==> config.mk <==
export PLATFORM = sky130hd
export DESIGN_NAME = hwpe_sel_ctrl
export DESIGN_NICKNAME = d
export VERILOG_FILES = /design/src/rtl/hwpe_sel_ctrl.sv
export SDC_FILE = /design/constraint.sdc
export NUM_CORES = 1
export LEC_CHECK = 0
export CAP_MARGIN = 0
export CORE_UTILIZATION = 28
export CTS_BUF_LIST = sky130_fd_sc_hd__clkbuf_8
export DETAILED_ROUTE_END_ITERATION = 10
export GPL_TIMING_DRIVEN = 0
export PLACE_DENSITY_LB_ADDON = 0.1
export SETUP_SLACK_MARGIN = 0.2
export SLEW_MARGIN = 20
export SYNTH_ARGS = -nofsm -noshare
export SYNTH_HDL_FRONTEND = slang
export SYNTH_SLANG_ARGS = --single-unit
==> constraint.sdc <==
create_clock -name clk -period 4.35 [get_ports clk]
set_input_delay 1.305 -clock clk [delete_from_list [all_inputs] [get_ports clk]]
set_output_delay 1.305 -clock clk [all_outputs]
set_load 0.05 [all_outputs]
==> src/rtl/hwpe_sel_ctrl.sv <==
// HWPE select controller: drains the active engine, gates its clock, moves the
// select while gated, then re-enables and holds the config bus closed to settle.
module hwpe_sel_ctrl #(
    parameter int N_HWPES         = 2,
    parameter int SEL_W           = (N_HWPES > 1) ? $clog2(N_HWPES) : 1,
    parameter int GATE_CYCLES     = 2,
    parameter int SETTLE_CYCLES   = 4,
    parameter int MAX_OUTSTANDING = 4
) (
    input  logic             clk,
    input  logic             rst,
    input  logic             ctrl_we_i,
    input  logic             ctrl_en_i,
    input  logic [SEL_W-1:0] ctrl_sel_i,
    input  logic             hwpe_busy_i,
    input  logic             periph_req_i,
    input  logic             periph_wen_i,
    input  logic             periph_gnt_i,
    input  logic             periph_r_valid_i,
    output logic             hwpe_en_o,
    output logic [SEL_W-1:0] hwpe_sel_o,
    output logic             periph_stall_o,
    output logic             switching_o,
    output logic             err_o
);
    localparam int OUT_W   = $clog2(MAX_OUTSTANDING + 1);
    localparam int CNT_MAX = (GATE_CYCLES > SETTLE_CYCLES) ? GATE_CYCLES : SETTLE_CYCLES;
    localparam int CNT_W   = (CNT_MAX > 1) ? $clog2(CNT_MAX) : 1;
    localparam logic [CNT_W-1:0] GATE_LD   = CNT_W'(GATE_CYCLES - 1);
    localparam logic [CNT_W-1:0] SETTLE_LD = CNT_W'(SETTLE_CYCLES - 1);
    localparam logic [SEL_W:0]   SEL_LIM   = (SEL_W + 1)'(N_HWPES);
    localparam logic [OUT_W-1:0] OUT_FULL  = OUT_W'(MAX_OUTSTANDING);

    typedef enum logic [2:0] {S_OFF, S_ON, S_DRAIN, S_GATED, S_SETTLE} state_t;

    state_t           r_state, w_state_nxt;
    logic [CNT_W-1:0] r_cnt, w_cnt_nxt;
    logic [OUT_W-1:0] r_out;
    logic [SEL_W-1:0] r_sel, w_sel_nxt, r_pend_sel;
    logic             r_pend_vld, r_pend_en, w_pend_clr;
    logic             r_en, r_sw, r_err, w_en_nxt, w_sw_nxt;
    logic             w_wr_bad, w_rd_issue, w_rd_ret, w_out_full, w_pend_on;

    assign w_wr_bad   = ctrl_we_i && ctrl_en_i && ({1'b0, ctrl_sel_i} >= SEL_LIM);
    assign w_rd_issue = periph_req_i && periph_gnt_i && !periph_wen_i;
    assign w_rd_ret   = periph_r_valid_i && (r_out != '0);
    assign w_out_full = (r_out == OUT_FULL);
    assign w_pend_on  = r_pend_vld && r_pend_en;

    // Read-response tracker; a response with nothing in flight is dropped.
    always_ff @(posedge clk or posedge rst) begin
        if (rst)
            r_out <= '0;
        else if (w_rd_issue && !w_rd_ret && !w_out_full)
            r_out <= r_out + 1'b1;
        else if (!w_rd_issue && w_rd_ret)
            r_out <= r_out - 1'b1;
    end

    // A write landing in the same cycle as a consume wins over the clear.
    always_ff @(posedge clk or posedge rst) begin
        if (rst) begin
            r_pend_vld <= 1'b0;
            r_pend_en  <= 1'b0;
            r_pend_sel <= '0;
        end else if (ctrl_we_i && !w_wr_bad) begin
            r_pend_vld <= 1'b1;
            r_pend_en  <= ctrl_en_i;
            r_pend_sel <= ctrl_sel_i;
        end else if (w_pend_clr) begin
            r_pend_vld <= 1'b0;
        end
    end

    always_ff @(posedge clk or posedge rst) begin
        if (rst) begin
            r_state <= S_OFF;
            r_cnt   <= '0;
            r_sel   <= '0;
            r_en    <= 1'b0;
            r_sw    <= 1'b0;
            r_err   <= 1'b0;
        end else begin
            r_state <= w_state_nxt;
            r_cnt   <= w_cnt_nxt;
            r_sel   <= w_sel_nxt;
            r_en    <= w_en_nxt;
            r_sw    <= w_sw_nxt;
            r_err   <= w_wr_bad || (periph_r_valid_i && (r_out == '0));
        end
    end

    always_comb begin
        w_state_nxt = r_state;
        case (r_state)
            S_OFF:    if (w_pend_on) w_state_nxt = S_SETTLE;
            S_ON:     if (r_pend_vld && !(r_pend_en && r_pend_sel == r_sel)) w_state_nxt = S_DRAIN;
            S_DRAIN:  if (!hwpe_busy_i && r_out == '0) w_state_nxt = S_GATED;
            S_GATED:  if (r_cnt == '0) w_state_nxt = w_pend_on ? S_SETTLE : S_OFF;
            S_SETTLE: if (r_cnt == '0) w_state_nxt = S_ON;
            default:  w_state_nxt = S_OFF;
        endcase
    end

    // Select only moves on leaving OFF or GATED, i.e. while the clock is gated.
    always_comb begin
        w_cnt_nxt  = r_cnt;
        w_sel_nxt  = r_sel;
        w_pend_clr = 1'b0;
        case (r_state)
            S_OFF: begin
                w_pend_clr = r_pend_vld;
                if (w_pend_on) begin
                    w_sel_nxt = r_pend_sel;
                    w_cnt_nxt = SETTLE_LD;
                end
            end
            S_ON:     w_pend_clr = w_pend_on && (r_pend_sel == r_sel);
            S_DRAIN:  if (w_state_nxt == S_GATED) w_cnt_nxt = GATE_LD;
            S_GATED: begin
                if (r_cnt == '0) begin
                    w_pend_clr = 1'b1;
                    if (w_pend_on) begin
                        w_sel_nxt = r_pend_sel;
                        w_cnt_nxt = SETTLE_LD;
                    end
                end else begin
                    w_cnt_nxt = r_cnt - 1'b1;
                end
            end
            S_SETTLE: if (r_cnt != '0) w_cnt_nxt = r_cnt - 1'b1;
            default: ;
        endcase
        w_en_nxt = (w_state_nxt == S_ON) || (w_state_nxt == S_DRAIN) || (w_state_nxt == S_SETTLE);
        w_sw_nxt = (w_state_nxt != S_ON) && (w_state_nxt != S_OFF);
    end

    assign hwpe_en_o      = r_en;
    assign hwpe_sel_o     = r_sel;
    assign switching_o    = r_sw;
    assign err_o          = r_err;
    assign periph_stall_o = (r_state != S_ON) || w_out_full;
endmodule
After elaboration in Yosys (flattened, before gate mapping)
Index checks and enable logic that the tools add are counted.

Bits of input ports: 10. Word-level logic and storage cells: 83. Register bits after elaboration: 15.

Equal/unequal tests: 15. Reductions and logical operators: 34. Add/subtract/negate cells: 3. Muxes and demuxes: 21.

Operators by type and width (count): 2-to-1 mux 3 bit (8); one-hot mux 3 bit (5 select lines) (1); logical AND 1 bit (13); == test 3 x 2 -> 1 bit (second input constant) (4); == test 3 bit (second input constant) (3); 2-to-1 mux 2 bit (4); one-hot mux 2 bit (4 select lines) (1); nonzero test 2 bit (4); == test 3 x 1 -> 1 bit (second input constant) (2); zero test 1 bit (6); zero test 3 bit (2); inequality test 2 bit (second input constant) (3); inequality test 3 x 1 -> 1 bit (second input constant) (2); nonzero test 3 bit (2); 2-to-1 mux 1 bit (5); nonzero test 4 bit (1); adder 3 x 1 -> 3 bit (second input constant) (1); logical OR 1 bit (3); one-hot mux 1 bit (3 select lines) (1); AND reduction 3 bit (1); subtractor 3 x 1 -> 3 bit (second input constant) (1); zero test 2 bit (1); one-hot mux 1 bit (2 select lines) (1); AND reduction 2 bit (1); 2 further kinds (2).

Longest topological paths before layout
Gate-level depths: netlist of run 1.

Word-level depth: 9. Depth in mapped cells: 9. Gate-level depth less buffers: 8.

Worst setup path after synthesis of run 1
No wires, ideal clock.

Path kind: in2reg. From: in periph_wen_i. To: reg r_out[1]. Setup time: 63 ps. Path slack: 1389 ps. Arrival: 2898 ps. Data required time: 4287 ps. Stages: 7. Path through: and3b_1 -> clkbuf_1 -> nand3_1 -> fa_1 -> o21ai_0 -> a311oi_1 -> o22a_2.

Cells in the longest elaborated chain, start to end: 5. Elaborated cells between the ends (all ways): 8.

Ends and longest elaborated chain: start, declared (RTL line 17) `input logic periph_wen_i,`; zero test 1 bit (*) (RTL line 45) `assign w_rd_issue = periph_req_i && periph_gnt_i && !periph_wen_i;`; logical AND 1 bit (*) (RTL line 45); logical AND 1 bit / zero test 1 bit (equally long branches) (RTL line 54, 56); logical AND 1 bit (on tied branches) (RTL line 54, 56); 2-to-1 mux 3 bit / nonzero test 2 bit (equally long branches); end signal, assigned (RTL line 55) `r_out <= r_out + 1'b1;`; end signal, assigned (RTL line 57) `r_out <= r_out - 1'b1;`; end, declared (RTL line 38) `logic [OUT_W-1:0] r_out;`.

Mark *: on every way between the ends. The rest lies on a longest branch, timed or not. A chain may end at the register's enable or synchronous reset.

Worst setup path in the final report of run 1
From: in periph_req_i. To: reg r_out[1].

Cells in the longest elaborated chain, start to end: 5. Elaborated cells between the ends (all ways): 8.

Ends and longest elaborated chain: start, declared (RTL line 16) `input logic periph_req_i,`; logical AND 1 bit (*) (2 in series) (RTL line 45); logical AND 1 bit / zero test 1 bit (equally long branches) (RTL line 54, 56); logical AND 1 bit (on tied branches) (RTL line 54, 56); 2-to-1 mux 3 bit / nonzero test 2 bit (equally long branches).

Marks and branches as above.

==> flow_summary.rst, run 1 <==
.. list-table::
   :header-rows: 1

   * - Metric
     - Value
   * - Count of unique library cells instantiated by Yosys
     - 37
   * - Post-synth top area cell
     - sky130_fd_sc_hd__dfrtp_1
   * - Clock tree root buffer cell
     - sky130_fd_sc_hd__clkbuf_8
   * - Relative contribution of the clock network to total power
     - 13.4%
   * - # DRC
     - 0
   * - Max Slew Vio Count
     - 0
   * - Critical path capture point type
     - flip-flop
   * - VDD IR-drop max
     - 247 uV
   * - Final worst-path setup slack
     - 1040 ps
   * - Synthesis-to-finish area growth
     - 24.5%
   * - Post-synthesis sequential area ratio
     - 39.9%
   * - Type of origin of the critical path
     - primary input
   * - # clock sinks
     - 15
   * - Switching Fraction
     - 44.8%
   * - Clock tree from TritonCTS
     - yes
   * - Final setup fails
     - 0
   * - Unrepaired setup endpoints after global routing
     - false
   * - Synthesized net count
     - 115
   * - Core Footprint
     - 0.00313 sq mm
   * - Instance count after placement with tap cells included
     - 160
   * - Number of levels in the clock H-tree
     - 1
   * - Total congestion overflow
     - 0
   * - Main area contributors after synthesis
     - sky130_fd_sc_hd__dfrtp_1, sky130_fd_sc_hd__nor2_1, sky130_fd_sc_hd__a21oi_1
   * - Post-placement setup slack
     - 793 ps
   * - Slowest cell on crit path
     - sky130_fd_sc_hd__fa_1
   * - Clock transition at the registers of the reported paths
     - 60 ps
   * - Area of the die
     - 0.00359 sq mm
   * - CTS hold repair buffers
     - 0
   * - Gates resized, CTS repair
     - 0
   * - Post-route clock skew
     - 2.10 ps
   * - Commonest non-fill, non-tap cells in the layout
     - sky130_fd_sc_hd__dfrtp_1, sky130_fd_sc_hd__clkdlybuf4s50_1, sky130_fd_sc_hd__nor2_1, sky130_fd_sc_hd__nand2_1
   * - Routed via count
     - 771
   * - Post-synthesis instance area
     - 940 sq um
   * - Critical setup path kind
     - primary input to flip-flop
   * - Static leakage
     - 0.486 nW
   * - Number of antenna violations at the first check in global routing
     - 0
   * - Most common cell after layout, fill and taps aside
     - sky130_fd_sc_hd__dfrtp_1
   * - Final worst path period share
     - 76.2%
   * - Int Power
     - 455 uW
   * - Count of buffers added by post-CTS timing repair for setup
     - 0
   * - Placer's final routability congestion estimate
     - 0.799
   * - Proportion of register bits with asynchronous set or reset after synthesis
     - 100%
   * - Count of yosys warnings during synthesis
     - 0
   * - Final design utilization
     - 37.4%
   * - Fraction of power consumed by sequential logic
     - 31.0%
   * - Height of the die
     - 59.9 um
   * - Wire length of the first global-routing pass
     - 3330 um
   * - Run status
     - finished clean
   * - Headroom to the max-slew limit
     - 61.8%
   * - Port Buffers
     - 13
   * - Class of the worst hold path
     - flip-flop to flip-flop
   * - Detail Placement HPWL
     - 1470 um
   * - DRC violation total after the first TritonRoute iteration
     - 15
   * - WL final
     - 1940 um
   * - Part of the power in combinational logic
     - 55.6%
   * - Yosys reg bits
     - 15
   * - Worst endpoint data arrival time
     - 3500 ps
   * - Final Hold Slack
     - 557 ps
   * - Maximum number of pins on one net before global-route repair
     - 16
   * - Placement row count
     - 20
   * - Drt wl/cell
     - 11.8 um
   * - Critical path required time
     - 4540 ps
   * - Number of buffers inserted during clock tree synthesis
     - 3
   * - Clk_lat worst skew
     - 250 ps
   * - Initial DRT Pass Iterations
     - 4
   * - Number of standard cells in the layout, taps in and fillers out
     - 164
   * - Average footprint of a synthesized cell
     - 9.12 sq um
   * - Most frequently used flop master after synthesis
     - sky130_fd_sc_hd__dfrtp_1
   * - Max Fclk
     - 0.302 GHz
   * - Transition time at the pin with the least slew margin
     - 572 ps
   * - Die X
     - 59.9 um
   * - Number of I/O pins
     - 15
   * - Layout cell share with drive strength beyond 1
     - 11.7%
   * - Overall track demand over capacity in global routing
     - 12.7%
   * - Post-Synthesis Cells
     - 103
   * - Maximum cell stage delay along the critical path
     - 520 ps
   * - Cells traversed along the worst timing path
     - clkdlybuf4s50_1 > and3b_1 > clkbuf_1 > nand3_1 > fa_1 > o21ai_0 > a311oi_1 > o22a_2
   * - Antenna Cells
     - 0
   * - Starting density of the core
     - 30.0%
   * - Max Root-Sink Buffers
     - 2
   * - Fin nets
     - 133
   * - Detail Route Antenna Nets
     - 0
   * - Total power divided by cell area
     - 704 mW/mm^2
   * - EDFF count, synth
     - 0
   * - Proportion of netlist area held by the largest area contributor
     - 39.9%
   * - Average vias per placed instance
     - 4.70
   * - Final number of hold-violating endpoints
     - 0
   * - Maximum capacitance violations
     - 0
   * - Via count of the first global-routing pass
     - 731
   * - Post-layout minimum cycle time
     - 3310 ps
   * - Power spent charging and discharging nets
     - 369 uW
   * - Crit Path Max Fanout
     - 10
   * - Fin Setup TNS
     - 0 ps
power by group through the flow:
stage               logic [mW]  registers, mW  clock network (mW)
finish                   0.458          0.256               0.110
detailed placement       0.461          0.257                   0
global route             0.513          0.265               0.123
CTS                      0.462          0.256               0.115
global placement         0.457          0.258                   0
floorplan                0.296          0.307                   0
cells by family (layout without fill, tap and decap cells):
kind of cell / after synthesis / in the layout / synth area share [%]
AOI/OAI and AO/OA: 24 / 24 / 16.0
xor gates and xnor gates: 3 / 3 / 2.80
adders and majority gates: 2 / 2 / 3.46
buffers and inverters: 13 / 30 / 7.32
DFF: 15 / 15 / 39.9
muxes: 4 / 4 / 4.79
and+or+nand+nor: 42 / 42 / 25.7
worst paths after layout:
path                            depth (start not counted)  slack [ps]    endpoint         start
min in group asynchronous                               2        1410    r_out[2]           rst
worst max-delay path                                    8        1040    r_out[1]  periph_req_i
max in group asynchronous                               2        2560  r_state[1]           rst
worst min-delay path                                    1         560  hwpe_sel_o    r_pend_sel
worst min register to register                          1         560  hwpe_sel_o    r_pend_sel
worst max register to register                          7        2320    r_out[1]      r_out[0]
cell usage after synthesis (all sizes together) (2+ instances only):
cell    number
o211ai       2
nand2        8
inv          6
nor2        11
buf          5
o21ai        7
mux2         4
nand2b       4
nor3         4
clkbuf       2
xnor2        2
nand3        5
dfrtp       15
and3b        2
a21oi        7
registers in the layout, indices dropped and copies added (netlist names):
register     flops
hwpe_sel_o       1
r_pend_vld       1
r_pend_sel       1
r_cnt            2
err_o            1
hwpe_en_o        1
r_out            3
r_state          3
switching_o      1
r_pend_en        1
per-stage QoR:
| stage | instance area, sq um | total power [mW] |
|---|---|---|
| final | 1170 | 0.824 |
| after global routing | 1170 | 0.901 |
| after CTS | 1170 | 0.833 |
| after detailed placement | 1120 | 0.717 |
| after global placement | 1120 | 0.714 |
| after floorplan | 940 | 0.603 |
critical path: cells and delay by family:
family / cells / cell delay [ps]
compound gates: 3 / 520
fa+ha+maj: 1 / 520
buf+inv: 2 / 810
simple gates: 2 / 330
area by class of cell:
type                       instances  area (sq um)
fill                             320          1960
multi-input combinational         75           495
sequential                        15           375
timing repair buffer              13           130
tap                               44          55.1
buffer                             7          46.3
clock buffer                       3          41.3
inverter                           6          22.5
clock inverter                     1          3.75
per-layer routing:
layer / global-route usage (%) / wire (um) / up-vias
met5: 0 / 0 / -
met3: 4.98 / 81 / 2
met4: 2.99 / 8 / 0
met2: 18.3 / 855 / 17
li1: - / - / 402
met1: 17.9 / 991 / 350
Note: power is estimated with default switching activity, not from simulation.
==> run 2: changes to the inputs <==
- clock period: 4.35 -> 3 ns (I/O delays scaled with it)
==> run 2 against run 1 <==
First-iteration DRC count is the same. Setup slack worse by 770 ps. Critical endpoint unchanged. Cell count is the same. Sequential cell count did not move. Clock skew unchanged. Hold slack unchanged.
==> flow_summary.rst, run 2 (synthesis gave the netlist of run 1 again) <==
.. list-table::
   :header-rows: 1

   * - Metric
     - Value
   * - Clock tree from TritonCTS
     - yes
   * - # clock sinks
     - 15
   * - Die X
     - 59.9 um
   * - Transition time at the pin with the least slew margin
     - 571 ps
   * - Fin Setup TNS
     - 0 ps
   * - Average vias per placed instance
     - 4.72
   * - Area of the multi-input gates
     - 495 sq um
   * - Number of I/O pins
     - 15
   * - Clock tree root buffer cell
     - sky130_fd_sc_hd__clkbuf_8
   * - Top flop regs
     - r_out x3, r_state x3, r_cnt x2
   * - Number of levels in the clock H-tree
     - 1
   * - # DRC
     - 0
   * - Relative contribution of the clock network to total power
     - 13.4%
   * - Hold path startpoint
     - r_pend_sel
   * - Crit Reg-Reg Endpoint
     - r_out[1]
   * - Overall track demand over capacity in global routing
     - 12.7%
   * - Routed via count
     - 774
   * - Worst endpoint data arrival time
     - 2930 ps
   * - Crit Path Max Fanout
     - 10
   * - Core Footprint
     - 0.00313 sq mm
   * - Number of antenna violations at the first check in global routing
     - 0
   * - Part of the power in combinational logic
     - 55.6%
   * - Critical path required time
     - 3190 ps
   * - VDD IR-drop max
     - 354 uV
   * - Worst flop-to-flop path startpoint
     - r_out[0]
   * - Final setup fails
     - 0
   * - Post-route clock skew
     - 2.10 ps
   * - Run status
     - finished clean
   * - Height of the die
     - 59.9 um
   * - Commonest non-fill, non-tap cells in the layout
     - sky130_fd_sc_hd__dfrtp_1, sky130_fd_sc_hd__clkdlybuf4s50_1, sky130_fd_sc_hd__nor2_1, sky130_fd_sc_hd__nand2_1
   * - Detail Route Antenna Nets
     - 0
   * - Headroom to the max-slew limit
     - 61.9%
   * - Total power divided by cell area
     - 1020 mW/mm^2
   * - Final worst path period share
     - 91.3%
   * - Clock transition at the registers of the reported paths
     - 60 ps
   * - Placer's final routability congestion estimate
     - 0.799
   * - Area of the die
     - 0.00359 sq mm
   * - WL final
     - 1940 um
   * - Total congestion overflow
     - 0
   * - Wire length of the first global-routing pass
     - 3330 um
   * - Number of standard cells in the layout, taps in and fillers out
     - 164
   * - Placement row count
     - 20
   * - Maximum capacitance violations
     - 0
   * - Number of buffers inserted during clock tree synthesis
     - 3
   * - Static leakage
     - 0.487 nW
   * - Critical setup path kind
     - primary input to flip-flop
   * - Via count of the first global-routing pass
     - 731
   * - Class of the worst hold path
     - flip-flop to flip-flop
   * - Antenna Cells
     - 0
   * - Drt wl/cell
     - 11.8 um
   * - Initial DRT Pass Iterations
     - 4
   * - Power spent charging and discharging nets
     - 535 uW
   * - Setup slack of the most critical reg-to-reg path
     - 980 ps
   * - Clk_lat worst skew
     - 250 ps
   * - Total chip power
     - 1.19 mW
   * - Switching Fraction
     - 44.8%
   * - Storage cell area
     - 375 sq um
   * - Int Power
     - 659 uW
   * - Fraction of power consumed by sequential logic
     - 31.0%
   * - Max Fclk
     - 0.365 GHz
   * - Most common cell after layout, fill and taps aside
     - sky130_fd_sc_hd__dfrtp_1
   * - Fillers
     - 321
   * - Worst r2r path cells
     - 7
   * - DRC violation total after the first TritonRoute iteration
     - 15
   * - Post-layout minimum cycle time
     - 2740 ps
   * - Instance count after placement with tap cells included
     - 160
   * - Type of origin of the critical path
     - primary input
   * - CP endpoint
     - r_out[1]
   * - Critical path capture point type
     - flip-flop
   * - Detail Placement HPWL
     - 1470 um
   * - Layout cell share with drive strength beyond 1
     - 12.5%
   * - Unrepaired setup endpoints after global routing
     - false
   * - Synthesis-to-finish area growth
     - 24.5%
   * - Max Root-Sink Buffers
     - 2
   * - Max Slew Vio Count
     - 0
   * - Cell count of the worst hold path
     - 1
   * - Port Buffers
     - 13
   * - Maximum number of pins on one net before global-route repair
     - 16
   * - Final number of hold-violating endpoints
     - 0
   * - Fin nets
     - 133
   * - Starting density of the core
     - 30.0%
   * - Worst Setup SP
     - periph_req_i
==> run 2: cell types whose count changed in the layout (fill, tap and decap cells not counted) <==
cell | before | now
sky130_fd_sc_hd__clkdlybuf4s50_1 | 13 | 12
sky130_fd_sc_hd__clkbuf_1 | 2 | 1
sky130_fd_sc_hd__clkbuf_2 | 0 | 1
sky130_fd_sc_hd__dlygate4sd2_1 | 0 | 1
==> run 2: power by group through the flow <==
stage	Combinational, mW	Sequential, mW	Clock [mW]
after floorplan	0.429	0.445	0
after global placement	0.662	0.374	0
after detailed placement	0.668	0.372	0
after CTS	0.669	0.371	0.167
after global routing	0.743	0.384	0.179
final	0.663	0.370	0.160
==> run 2: layout make-up <==
type / instances / share of cell area, %
clock buffers: 3 / 3.53
flip-flops and latches: 15 / 32.1
repair buffers: 13 / 11.0
well taps: 44 / 4.71
inverters: 6 / 1.93
plain buffers: 7 / 4.06
multi-input cells: 75 / 42.4
clock inverters: 1 / 0.321
==> run 2: critical path: stages <==
cell and delay, ps:
sky130_fd_sc_hd__clkdlybuf4s50_1 460, sky130_fd_sc_hd__and3b_1 180, sky130_fd_sc_hd__clkbuf_2 230, sky130_fd_sc_hd__nand3_1 120, sky130_fd_sc_hd__fa_1 510, sky130_fd_sc_hd__o21ai_0 80, sky130_fd_sc_hd__a311oi_1 260, sky130_fd_sc_hd__o22a_2 180
==> run 2: what timing repair did <==
| item | 4_1_cts | 5_1_grt |
|---|---|---|
| hold buffers | 0 | 0 |
| endpoints found under the hold margin | 0 | 0 |
| resized for setup | 2 | 0 |
| setup endpoints to repair | 3 | 0 |
| setup buffers | 0 | 0 |
==> run 2: how the worst min path moves through the flow <==
stage                            end  slack, ps
after detailed placement  hwpe_sel_o        550
final                     hwpe_sel_o        560
after global routing      r_pend_sel        590
after CTS                 hwpe_sel_o        560
after global placement    r_pend_sel        540
after floorplan             r_cnt[1]        520
==> run 2: stage by stage <==
step / instance area [sq um] / utilization (%) / setup slack, ps / hold slack, ps
6_report: 1170 / 37.4 / 261 / 557
5_1_grt: 1170 / 37.4 / 217 / 594
4_1_cts: 1170 / 37.4 / 276 / 563
3_5_place_dp: 1120 / 36.0 / -152 / 548
3_3_place_gp: 1120 / 36.0 / -89.4 / 537
2_1_floorplan: 940 / - / 444 / 518
==> run 2: per-layer routing <==
metal  vias to the layer above  track usage [%]  part of all wire [%]
li1                        402                -                     -
met1                       350             17.9                    51
met2                        20             18.3                    45
met3                         2             4.98                   4.4
met4                         0             2.99                  0.41
met5                         -                0                     0
==> run 3: changes to the inputs <==
- SETUP_SLACK_MARGIN: 0.2 -> default
==> results of run 3 <==
Same layout as run 1 (identical final DEF). Status: finished clean.
Among the figures that moved: setup slack after placement 793 ps -> -152 ps; setup slack after layout 1040 ps -> 91.3 ps; register-to-register setup slack 2320 ps -> 970 ps; total power 0.824 mW -> 1.19 mW; worst IR drop on VDD 247 uV -> 358 uV
